<file path="src/rtl/counter_rev_param.sv">
// counter_rev_param: parametrised reversible (up/down) counter.
//   Synchronous parallel load with clamp to MAX, count enable, programmable
//   modulus 0..MAX and three terminal-count modes: wrap, saturate and one-shot.
//   Rc is a combinational terminal count for cascading. done is a sticky
//   one-shot completion flag.
// Ports:
//   clk    rising-edge clock
//   rst    asynchronous active-high reset
//   en     count enable
//   s      direction, 1 = up, 0 = down
//   Load   synchronous parallel load (takes priority over en)
//   PData  load value, clamped to MAX
//   mode   00 wrap, 01 saturate, 10 one-shot, 11 wrap
//   cnt    registered count
//   Rc     terminal count: en & term & ~rst
//   done   registered one-shot completion flag
module counter_rev_param #(
  parameter int               WIDTH = 32,
  parameter logic [WIDTH-1:0] MAX   = {WIDTH{1'b1}}
) (
  input  logic             clk,
  input  logic             rst,
  input  logic             en,
  input  logic             s,
  input  logic             Load,
  input  logic [WIDTH-1:0] PData,
  input  logic [1:0]       mode,
  output logic [WIDTH-1:0] cnt,
  output logic             Rc,
  output logic             done
);

  typedef enum logic {
    ARMED   = 1'b0,
    ST_DONE = 1'b1
  } state_t;

  localparam logic [1:0] MODE_SAT  = 2'b01;
  localparam logic [1:0] MODE_SHOT = 2'b10;

  state_t           state, state_nxt;
  logic [WIDTH-1:0] cnt_nxt;
  logic             term;

  // Terminal condition depends on the live direction, so a direction flip
  // at 0 or MAX moves Rc without waiting for an edge.
  assign term = s ? (cnt == MAX) : (cnt == '0);
  assign Rc   = en & term & ~rst;

  // The DONE state is the sticky flag; it comes straight off the state flop.
  assign done = (state == ST_DONE);

  always_ff @(posedge clk or posedge rst) begin
    if (rst) begin
      cnt   <= '0;
      state <= ARMED;
    end else begin
      cnt   <= cnt_nxt;
      state <= state_nxt;
    end
  end

  always_comb begin
    cnt_nxt   = cnt;
    state_nxt = state;
    if (Load) begin
      cnt_nxt   = (PData > MAX) ? MAX : PData;
      state_nxt = ARMED;
    end else if (state == ST_DONE) begin
      // Leaving DONE on a mode change spends that edge re-arming; counting
      // under the new mode starts on the following edge.
      if (mode != MODE_SHOT) state_nxt = ARMED;
    end else if (en) begin
      if (!term) begin
        cnt_nxt = s ? cnt + 1'b1 : cnt - 1'b1;
      end else begin
        case (mode)
          MODE_SAT:  cnt_nxt   = cnt;
          MODE_SHOT: state_nxt = ST_DONE;
          default:   cnt_nxt   = s ? '0 : MAX;
        endcase
      end
    end
  end

endmodule
</file>
<file path="config.mk">
export PLATFORM = sky130hd
export DESIGN_NAME = counter_rev_param
export DESIGN_NICKNAME = d
export VERILOG_FILES = /design/src/rtl/counter_rev_param.sv
export SDC_FILE = /design/constraint.sdc
export NUM_CORES = 1
export LEC_CHECK = 0
export ABC_CLOCK_PERIOD_IN_PS = 3000
export CORE_UTILIZATION = 52
export CTS_CLUSTER_SIZE = 12
export DETAILED_ROUTE_END_ITERATION = 16
export GPL_TIMING_DRIVEN = 0
export PLACE_DENSITY = 0.81
export SLEW_MARGIN = 20
export SYNTH_ARGS = -nofsm -noshare
export SYNTH_HDL_FRONTEND = slang
export SYNTH_SLANG_ARGS = --single-unit
export TNS_END_PERCENT = 20
</file>
<file path="constraint.sdc">
create_clock -name clk -period 3 [get_ports clk]
set_input_delay 0.3 -clock clk [delete_from_list [all_inputs] [get_ports clk]]
set_output_delay 0.3 -clock clk [all_outputs]
set_load 0.05 [all_outputs]
</file>
==> results of run 1 <==
==> power by group <==
group	leakage [nW]	total, mW	switching [mW]	internal, mW
Clock	0.0395	0.341	0.176	0.165
Sequential	0.380	0.827	0.248	0.579
Combinational	1.40	2.52	1.53	0.991
Total	1.82	3.68	1.95	1.73
==> sequential cells by signal, indices dropped and copies added (netlist names) <==
register  flops
done          1
cnt          32
==> timing repair <==
action	4_1_cts	5_1_grt
pin swaps	0	1
endpoints found under the setup margin	26	12
gates resized for setup	6	8
cloned	1	0
buffers inserted	5	2
==> critical path, delay by kind of cell, from the launching register on <==
kind            cells  cell delay (ns)
flops               1             0.46
buf+inv             1             0.09
fa+ha+maj           1             0.43
simple gates        3             0.67
compound gates      5             1.13
==> synth_stat cells, types with 10 or more instances <==
cell / number / share of area [%]
a21oi_1: 55 / 8.0
nor2_1: 44 / 4.8
dfrtp_1: 33 / 24
nand2_1: 33 / 3.6
o21ai_0: 32 / 4.6
ha_1: 31 / 11
xnor2_1: 15 / 3.8
nand4_1: 14 / 2.5
o22ai_1: 14 / 2.5
a21o_1: 11 / 2.4
clkbuf_1: 11 / 1.2
inv_1: 11 / 1.2
nor3_1: 11 / 1.6
nand2b_1: 10 / 1.8
xor2_1: 10 / 2.5
==> path summary, 6_finish.rpt <==
path	startpoint	endpoint	cells past startpoint
max reg2reg	cnt[0]	cnt[22]	10
min in group clk	Load	cnt[31]	4
min	rst	cnt[1]	2
max	cnt[0]	cnt[22]	10
max in group asynchronous	rst	cnt[0]	2
min reg2reg	done	done	2
==> placed cells by master (no fill, tap or decap), types with 5 or more instances in the layout <==
master,count
a21o_1,11
a21oi_1,54
a31oi_1,5
and3_1,7
buf_4,6
clkbuf_1,13
clkbuf_8,5
clkdlybuf4s50_1,69
dfrtp_1,32
ha_1,31
inv_1,9
nand2_1,33
nand2b_1,10
nand3_1,5
nand4_1,14
nor2_1,44
nor2b_1,6
nor3_1,11
nor4_1,7
o21a_1,6
o21ai_0,31
o221a_2,7
o22ai_1,14
xnor2_1,15
xor2_1,10
==> cell families (layout without fill, tap and decap cells) <==
group,Yosys count,in the layout
compound gates,168,168
xor+xnor,25,25
fa+ha+maj,32,32
buf+inv,23,109
flops,33,33
mux,2,2
simple gates,154,154
==> layout make-up <==
class	instances	area share, %
well taps	77	2.18
repair inverters	1	0.169
flip-flops and latches	33	18.7
plain buffers	11	1.10
multi-input cells	381	57.7
clock buffers	8	1.81
repair buffers	78	17.4
inverters	11	1.02
==> routing by layer <==
metal | GRT usage [%] | wire length, um | up-vias | share of wire, %
met1 | 45.1 | 4910 | 1904 | 42
li1 | - | - | 1844 | -
met2 | 58.4 | 5590 | 207 | 47
met3 | 5.74 | 1010 | 38 | 8.5
met4 | 12.3 | 319 | 0 | 2.7
met5 | 0 | 0 | - | 0
==> metrics by stage <==
step / setup TNS (ns) / worst slack [ns] / cell area, um2
6_report: 0 / 0.152 / 4430
2_1_floorplan: 0 / 0.107 / 3450
3_5_place_dp: -22.18 / -1.10 / 4260
3_3_place_gp: -20.82 / -1.07 / 4260
5_1_grt: 0 / 0.0114 / 4430
4_1_cts: 0 / 0.0129 / 4400
==> impl_metrics.json, run 1 <==
{
  "synth_mux_area_share_pct": 0.580,
  "synth_top_family_by_area": "compound AO/OA/AOI/OAI gates",
  "multiInputGateArea_mm2": 0.00255,
  "slew_headroom_pct": 50.8,
  "min_period_ns": 2.85,
  "synth_edf_count": 0,
  "critPathMaxFanout": 8,
  "synth_ff_type": "dfrtp_1",
  "clk_pin_slew_ns": 0.07,
  "hp-class": "in -> async",
  "track_usage_pct": 34.7,
  "avgSynthCellArea_um2": 7.90,
  "timing.hold.ws_ns": 0.450,
  "netlist_instances": 437,
  "power_mw": 3.68,
  "die_w_um": 83.5,
  "drt-pass1-iter-count": 5,
  "drc_errors": 0,
  "routed_wl_um": 11800,
  "start_util_pct": 54.1,
  "power.leakage_nw": 1.82,
  "worstSetupPathType": "reg -> reg",
  "worstSetupStartpointType": "flop",
  "critical_path_arrival_ns": 3.07,
  "worst_pin_slew_ns": 0.737,
  "run_status": "finished clean",
  "dieHeight_um": 83.5,
  "ys_types": 59,
  "port_buffers": 71,
  "syn2layout_area_growth_pct": 28.3,
  "irDropWorstVdd_mv": 0.504,
  "synth-adder-area-share_pct": 11.8,
  "grt_pass1_wl_um": 19300,
  "postLayoutCoreUtil_pct": 69.4,
  "cts_root_buf": "clkbuf_8",
  "antenna_left": 0,
  "grt_antenna_before_repair": 0,
  "drive_gt1_share_pct": 8.22,
  "core_area_mm2": 0.00639,
  "die_area_mm2": 0.00697,
  "rows": 29,
  "worstPathRequired_ns": 3.22,
  "diodes": 0,
  "finClkSkew_ns": 0.00389,
  "slowest_stage": "dfrtp_2",
  "ioPinCount": 73,
  "yosys_warnings": 0,
  "synth_compound_area_share_pct": 31.9,
  "viasPerCell": 6.66,
  "hpwlAfterDp_um": 8710,
  "drtIter0Drc": 334,
  "grt_max_degree": 35,
  "crit_path_end_kind": "flop",
  "grt_overflow": 0,
  "grt_pass1_vias": 3857,
  "fillCellCount": 545,
  "finalSetupViolCount": 0,
  "rsz0062_at_grt": "no",
  "max_cap_violations": 0,
  "ys_seq_area_share_pct": 23.9,
  "h-tree-depth": 2,
  "async_flop_share_pct": 100,
  "hold_viol": 0,
  "slew_viol_final": 0,
  "ff2ff_setup_slack_ns": 0.15,
  "max_stage_delay_ns": 0.46,
  "clock_path_buffers": 2,
  "gp_congestion": 0.990,
  "cts_sinks": 33,
  "hold_buffers": 0,
  "syn_area_mm2": 0.00345,
  "cts_tree": "done",
  "syn-num-nets": 508,
  "synth-seq-cells": 33,
  "synth-xor-area-share_pct": 6.34,
  "wire_per_inst_um": 19.7,
  "clkLatencyLatePin_ns": 0.29,
  "synthSimpleGateAreaFrac_pct": 22.7,
  "stdcell_count": 600,
  "register_area_um2": 827,
  "num_vias": 3993,
  "fmax_mhz": 351,
  "period_share_pct": 94.9,
  "placed_cells": 585,
  "path_cells": "inv_1, fa_1, nand2b_1, a21o_1, a21oi_2, o21ai_2, a2111oi_2, nor3_1, or3b_1, a21oi_1",
  "fin_nets": 593,
  "powerDensity_mw_per_mm2": 832,
  "cts_buffers": 5
}
No activity file was read; power rests on OpenSTA's default activity.
==> inputs of run 2 (changes only) <==
--- a/config.mk
+++ b/config.mk
@@ -6,11 +6,13 @@
 export NUM_CORES = 1
 export LEC_CHECK = 0
 export ABC_CLOCK_PERIOD_IN_PS = 3000
-export CORE_UTILIZATION = 52
+export CELL_PAD_IN_SITES_DETAIL_PLACEMENT = 1
+export CELL_PAD_IN_SITES_GLOBAL_PLACEMENT = 1
+export CORE_UTILIZATION = 38
 export CTS_CLUSTER_SIZE = 12
 export DETAILED_ROUTE_END_ITERATION = 16
 export GPL_TIMING_DRIVEN = 0
-export PLACE_DENSITY = 0.81
+export PLACE_DENSITY_LB_ADDON = 0.1
 export SLEW_MARGIN = 20
 export SYNTH_ARGS = -nofsm -noshare
 export SYNTH_HDL_FRONTEND = slang
==> constraint.sdc (replaced) <==
create_clock -name clk -period 3 [get_ports clk]
set_input_delay 0.45 -clock clk [delete_from_list [all_inputs] [get_ports clk]]
set_output_delay 0.45 -clock clk [all_outputs]
set_load 0.05 [all_outputs]
==> run 2 against run 1 <==
Net effect:
- the run now ends with setup timing left
- clock skew grew 0.0014 ns
- core utilization shrank 18 points
- sequential power grew 0.6%
- critical path type is now in -> reg
==> impl_metrics.json, run 2 (synthesis results as in run 1) <==
{
  "run_status": "complete, but fails checks",
  "failed_checks": "setup timing",
  "crit_family": "compound AO/OA/AOI/OAI gates",
  "setup.worst_path.start": "s",
  "worst-path-buf-inv": 4,
  "hpwlAfterDp_um": 10100,
  "grt_max_degree": 35,
  "clock_path_buffers": 2,
  "slew_headroom_pct": 47.8,
  "postLayoutCoreUtil_pct": 51.5,
  "timing.hold.ws_ns": 0.631,
  "drive_gt1_share_pct": 9.81,
  "syn2layout_area_growth_pct": 30.7,
  "hold_viol": 0,
  "rsz0062_at_grt": "yes",
  "drc_errors": 0,
  "finClkSkew_ns": 0.00534,
  "drt-pass1-iter-count": 4,
  "critPathMaxFanout": 10,
  "period_share_pct": 100,
  "rr_endpoint": "cnt[22]",
  "die_w_um": 97.3,
  "finalSetupViolCount": 1,
  "worst_pin_slew_ns": 0.781,
  "path_depth": 13,
  "port_buffers": 71,
  "setup_slack_ns": -0.00817,
  "ioPinCount": 73,
  "fin_setup_tns_ns": -0.00817,
  "grt_pass1_vias": 3990,
  "core_area_mm2": 0.00876,
  "worstSetupPathType": "in -> reg",
  "worstPathRequired_ns": 3.21,
  "antenna_left": 0,
  "max_cap_violations": 0,
  "viasPerCell": 6.11,
  "grt_overflow": 0,
  "dieHeight_um": 97.3,
  "gp_congestion": 0.915,
  "h-tree-depth": 2,
  "path_cells": "clkbuf_4, clkinvlp_4, buf_4, buf_4, ha_1, o21ai_0, a21oi_1, and3_1, o21ai_2, a2111oi_4, nor3_1, or3b_1, a21oi_1",
  "irDropWorstVdd_mv": 0.469,
  "hold_buffers": 0,
  "crit_path_end_kind": "flop",
  "num_vias": 3837,
  "cts_tree": "done",
  "reg2regPathDepth": 10,
  "routed_wl_um": 13200,
  "slew_viol_final": 0,
  "critPathCapture": "cnt[22]",
  "cts_sinks": 33,
  "grt_pass1_wl_um": 21200,
  "slowest_stage": "a2111oi_4",
  "largest_register_ffs": 32,
  "track_usage_pct": 28.2,
  "cts_buffers": 5,
  "fillCellCount": 1108,
  "diodes": 0,
  "grt_antenna_before_repair": 0,
  "min_period_ns": 3.01,
  "final_cell_mix": "clkdlybuf4s50_1, a21oi_1, nor2_1, nand2_1, dfrtp_1",
  "top_register": "cnt",
  "dp_slack_ns": -1.43,
  "cts_root_buf": "clkbuf_8",
  "fmax_mhz": 332,
  "powerDensity_mw_per_mm2": 841,
  "clk_pin_slew_ns": 0.08,
  "drtIter0Drc": 196,
  "wire_per_inst_um": 21.1,
  "power_mw": 3.79,
  "die_area_mm2": 0.00947,
  "critical_path_arrival_ns": 3.22,
  "clkLatencyLatePin_ns": 0.28,
  "max_stage_delay_ns": 0.38,
  "power.leakage_nw": 1.82,
  "worstSetupStartpointType": "primary input",
  "rows": 34,
  "hp-class": "in -> async",
  "r2r_start": "cnt[0]",
  "final_common_cell": "clkdlybuf4s50_1",
  "fin_nets": 591,
  "start_util_pct": 39.4,
  "ff2ff_setup_slack_ns": 0.12
}
run 2: what timing repair did:
item / in CTS / in global routing
gates resized for setup: 12 / 18
setup endpoints to repair: 29 / 14
gates cloned: 1 / 0
setup buffers: 5 / 0
pin swaps: 1 / 0
run 2: worst min-delay path by stage:
stage	slack [ns]	endpoint	start	cells past startpoint
4_1_cts	0.63	cnt[19]	cnt[19]	2
2_1_floorplan	0.58	cnt[0]	rst	1
3_5_place_dp	0.61	cnt[19]	cnt[19]	2
5_1_grt	0.66	cnt[6]	cnt[6]	2
6_report	0.63	cnt[6]	rst	2
3_3_place_gp	0.59	cnt[19]	cnt[19]	2
run 2: layout make-up:
class	count	area (um2)	share of cell area (%)
repair buffers	76	741	16.4
inverters	11	45.0	0.998
multi-input cells	381	2620	58.1
flip-flops and latches	33	827	18.3
plain buffers	11	48.8	1.08
clock buffers	7	86.3	1.91
well taps	108	135	3.00
repair inverters	1	7.51	0.166
run 2: metrics by stage:
step                      cell area (um2)  std cells
after floorplan                      3450        437
after global placement               4300        616
after detailed placement             4300        616
after CTS                            4440        629
after global routing                 4510        628
final                                4510        628
run 2: routing by layer:
layer / wire length (um) / share of wire (%) / track usage [%] / vias up
li1: - / - / - / 1832
met1: 5910 / 45 / 37.8 / 1911
met2: 6510 / 49 / 48.5 / 82
met3: 624 / 4.7 / 3.24 / 12
met4: 191 / 1.4 / 6.33 / 0
met5: 0 / 0 / 0 / -
run 2: worst register-to-register path: cells and delay by family, from the launching register on:
family          cells  cell delay [ns]
flops               1             0.45
buf+inv             1             0.08
fa+ha+maj           1             0.42
compound gates      5             1.19
simple gates        3             0.65
run 2: report_power, final:
group / switching (mW) / internal [mW]
clock network: 0.179 / 0.183
registers: 0.253 / 0.579
logic: 1.59 / 1.01
total: 2.03 / 1.77
==> inputs of run 3 (changes only) <==
--- a/config.mk
+++ b/config.mk
@@ -13,6 +13,8 @@
 export DETAILED_ROUTE_END_ITERATION = 16
 export GPL_TIMING_DRIVEN = 0
 export PLACE_DENSITY_LB_ADDON = 0.1
+export REMOVE_ABC_BUFFERS = 1
+export SKIP_CTS_REPAIR_TIMING = 1
 export SLEW_MARGIN = 20
 export SYNTH_ARGS = -nofsm -noshare
 export SYNTH_HDL_FRONTEND = slang
==> run 3 against run 2 <==
Net effect:
- the flow now finishes without violations
- via count shrank 2.4%
- clock power grew 8.6%
- final cell count shrank 1.9%
- sequential cell count is the same
- non-clock buffer count shrank 12
- first-iteration DRC count shrank 20%
- hold slack lost 0.021 ns
- critical path depth shrank 3
- combinational power shrank 2%
==> impl_metrics.json, run 3 (synthesis results as in run 1) <==
{
  "final_cell_mix": "clkdlybuf4s50_1, a21oi_1, nor2_1, nand2_1, dfrtp_1",
  "irDropWorstVdd_mv": 0.375,
  "port_buffers": 72,
  "final_common_cell": "clkdlybuf4s50_1",
  "cts_root_buf": "clkbuf_8",
  "min_period_ns": 2.87,
  "drc_errors": 0,
  "period_share_pct": 95.6,
  "die_w_um": 97.3,
  "finalSetupViolCount": 0,
  "place_area_mm2": 0.00426,
  "max_cap_violations": 0,
  "crit_path_end_kind": "flop",
  "routed_wl_um": 12700,
  "die_area_mm2": 0.00947,
  "powerDensity_mw_per_mm2": 844,
  "diodes": 0,
  "hp-class": "reg -> reg",
  "rows": 34,
  "track_usage_pct": 27.0,
  "clk_pin_slew_ns": 0.07,
  "drive_gt1_share_pct": 8.86,
  "run_status": "finished clean",
  "cts_sinks": 33,
  "antenna_left": 0,
  "fin_area_mm2": 0.00446,
  "grt_antenna_before_repair": 0,
  "clkLatencyLatePin_ns": 0.29,
  "dieHeight_um": 97.3,
  "hpwlAfterDp_um": 9620,
  "worstPathRequired_ns": 3.22,
  "finClkSkew_ns": 0.00410,
  "wire_per_inst_um": 20.6,
  "timing.hold.ws_ns": 0.610,
  "critical_path_arrival_ns": 3.09,
  "worstSetupPathType": "reg -> reg",
  "top_register": "cnt",
  "fin_nets": 578,
  "start_util_pct": 39.4,
  "ioPinCount": 73,
  "cts_tree": "done",
  "h-tree-depth": 2,
  "grt_max_degree": 35,
  "slew_viol_final": 0,
  "clock_path_buffers": 2,
  "power.leakage_nw": 1.81,
  "drtIter0Drc": 156,
  "viasPerCell": 6.08,
  "gp_congestion": 0.889,
  "grt_overflow": 0,
  "fmax_mhz": 349,
  "slew_headroom_pct": 45.4,
  "rsz0062_at_grt": "yes",
  "hold_viol": 0,
  "drt-pass1-iter-count": 4,
  "num_vias": 3744,
  "worst_pin_slew_ns": 0.815,
  "grt_pass1_vias": 3848,
  "largest_register_ffs": 32,
  "critPathMaxFanout": 8,
  "worstSetupStartpointType": "flop",
  "grt_pass1_wl_um": 20500,
  "cts_buffers": 5,
  "syn2layout_area_growth_pct": 29.1,
  "core_area_mm2": 0.00876
}
-- run 3: cell types whose count changed in the layout (fill, tap and decap cells not counted), sizes merged --
cell,delta
clkinvlp,-2
clkinv,+1
buf,-3
inv,+1
dlymetal6s2s,+1
clkbuf,-10
-- run 3: cell type report --
| cell class | count | area (um2) |
|---|---|---|
| Clock inverter | 1 | 5.00 |
| Multi-Input combinational cell | 381 | 2610 |
| Timing Repair Buffer | 75 | 736 |
| Clock buffer | 7 | 96.3 |
| Tap cell | 108 | 135 |
| Fill cell | 1064 | 4310 |
| Sequential cell | 33 | 827 |
| Inverter | 11 | 48.8 |
-- run 3: worst paths after layout --
| kind | depth (start not counted) | startpoint | slack (ns) | end |
|---|---|---|---|---|
| setup / recovery | 10 | cnt[0] | 0.13 | cnt[22] |
| setup reg to reg | 10 | cnt[0] | 0.13 | cnt[22] |
| hold / removal | 2 | cnt[19] | 0.61 | cnt[19] |
| min in group asynchronous | 2 | rst | 0.62 | done |
| hold reg to reg | 2 | cnt[19] | 0.61 | cnt[19] |
| max in group asynchronous | 2 | rst | 1.86 | cnt[0] |
-- run 3: where the power goes --
part | internal [mW] | switching [mW] | total, mW
Clock | 0.208 | 0.184 | 0.392
Combinational | 0.986 | 1.55 | 2.54
Sequential | 0.579 | 0.249 | 0.828
-- run 3: critical path, stage by stage, from the launching register on --
cell       delay (ns)
dfrtp_2          0.46
inv_1            0.08
fa_1             0.42
nand2b_1         0.20
a21o_1           0.23
a21oi_4          0.23
o21ai_2          0.16
a2111oi_4        0.39
nor3_1           0.10
or3b_1           0.38
a21oi_1          0.15
-- run 3: routing by layer --
| metal | wire length (um) | global-route usage (%) | share of wire (%) | up-vias |
|---|---|---|---|---|
| li1 | - | - | - | 1813 |
| met1 | 5610 | 36.1 | 44 | 1830 |
| met2 | 6180 | 47.0 | 49 | 86 |
| met3 | 712 | 2.16 | 5.6 | 15 |
| met4 | 196 | 6.56 | 1.5 | 0 |
| met5 | 0 | 0 | 0 | - |
-- run 3: metrics by stage --
| step | util (%) | setup slack, ns | power [mW] | std cells | setup TNS, ns |
|---|---|---|---|---|---|
| 2_1_floorplan | - | 0.0164 | 2.53 | 425 | 0 |
| 3_3_place_gp | 48.6 | -1.29 | 3.24 | 605 | -31.11 |
| 3_5_place_dp | 48.7 | -1.41 | 3.30 | 605 | -32.37 |
| 5_1_grt | 50.9 | -0.0125 | 4.01 | 616 | -0.0125 |
| 4_1_cts | 49.8 | -1.08 | 3.70 | 613 | -22.20 |
| 6_report | 50.9 | 0.131 | 3.76 | 616 | 0 |
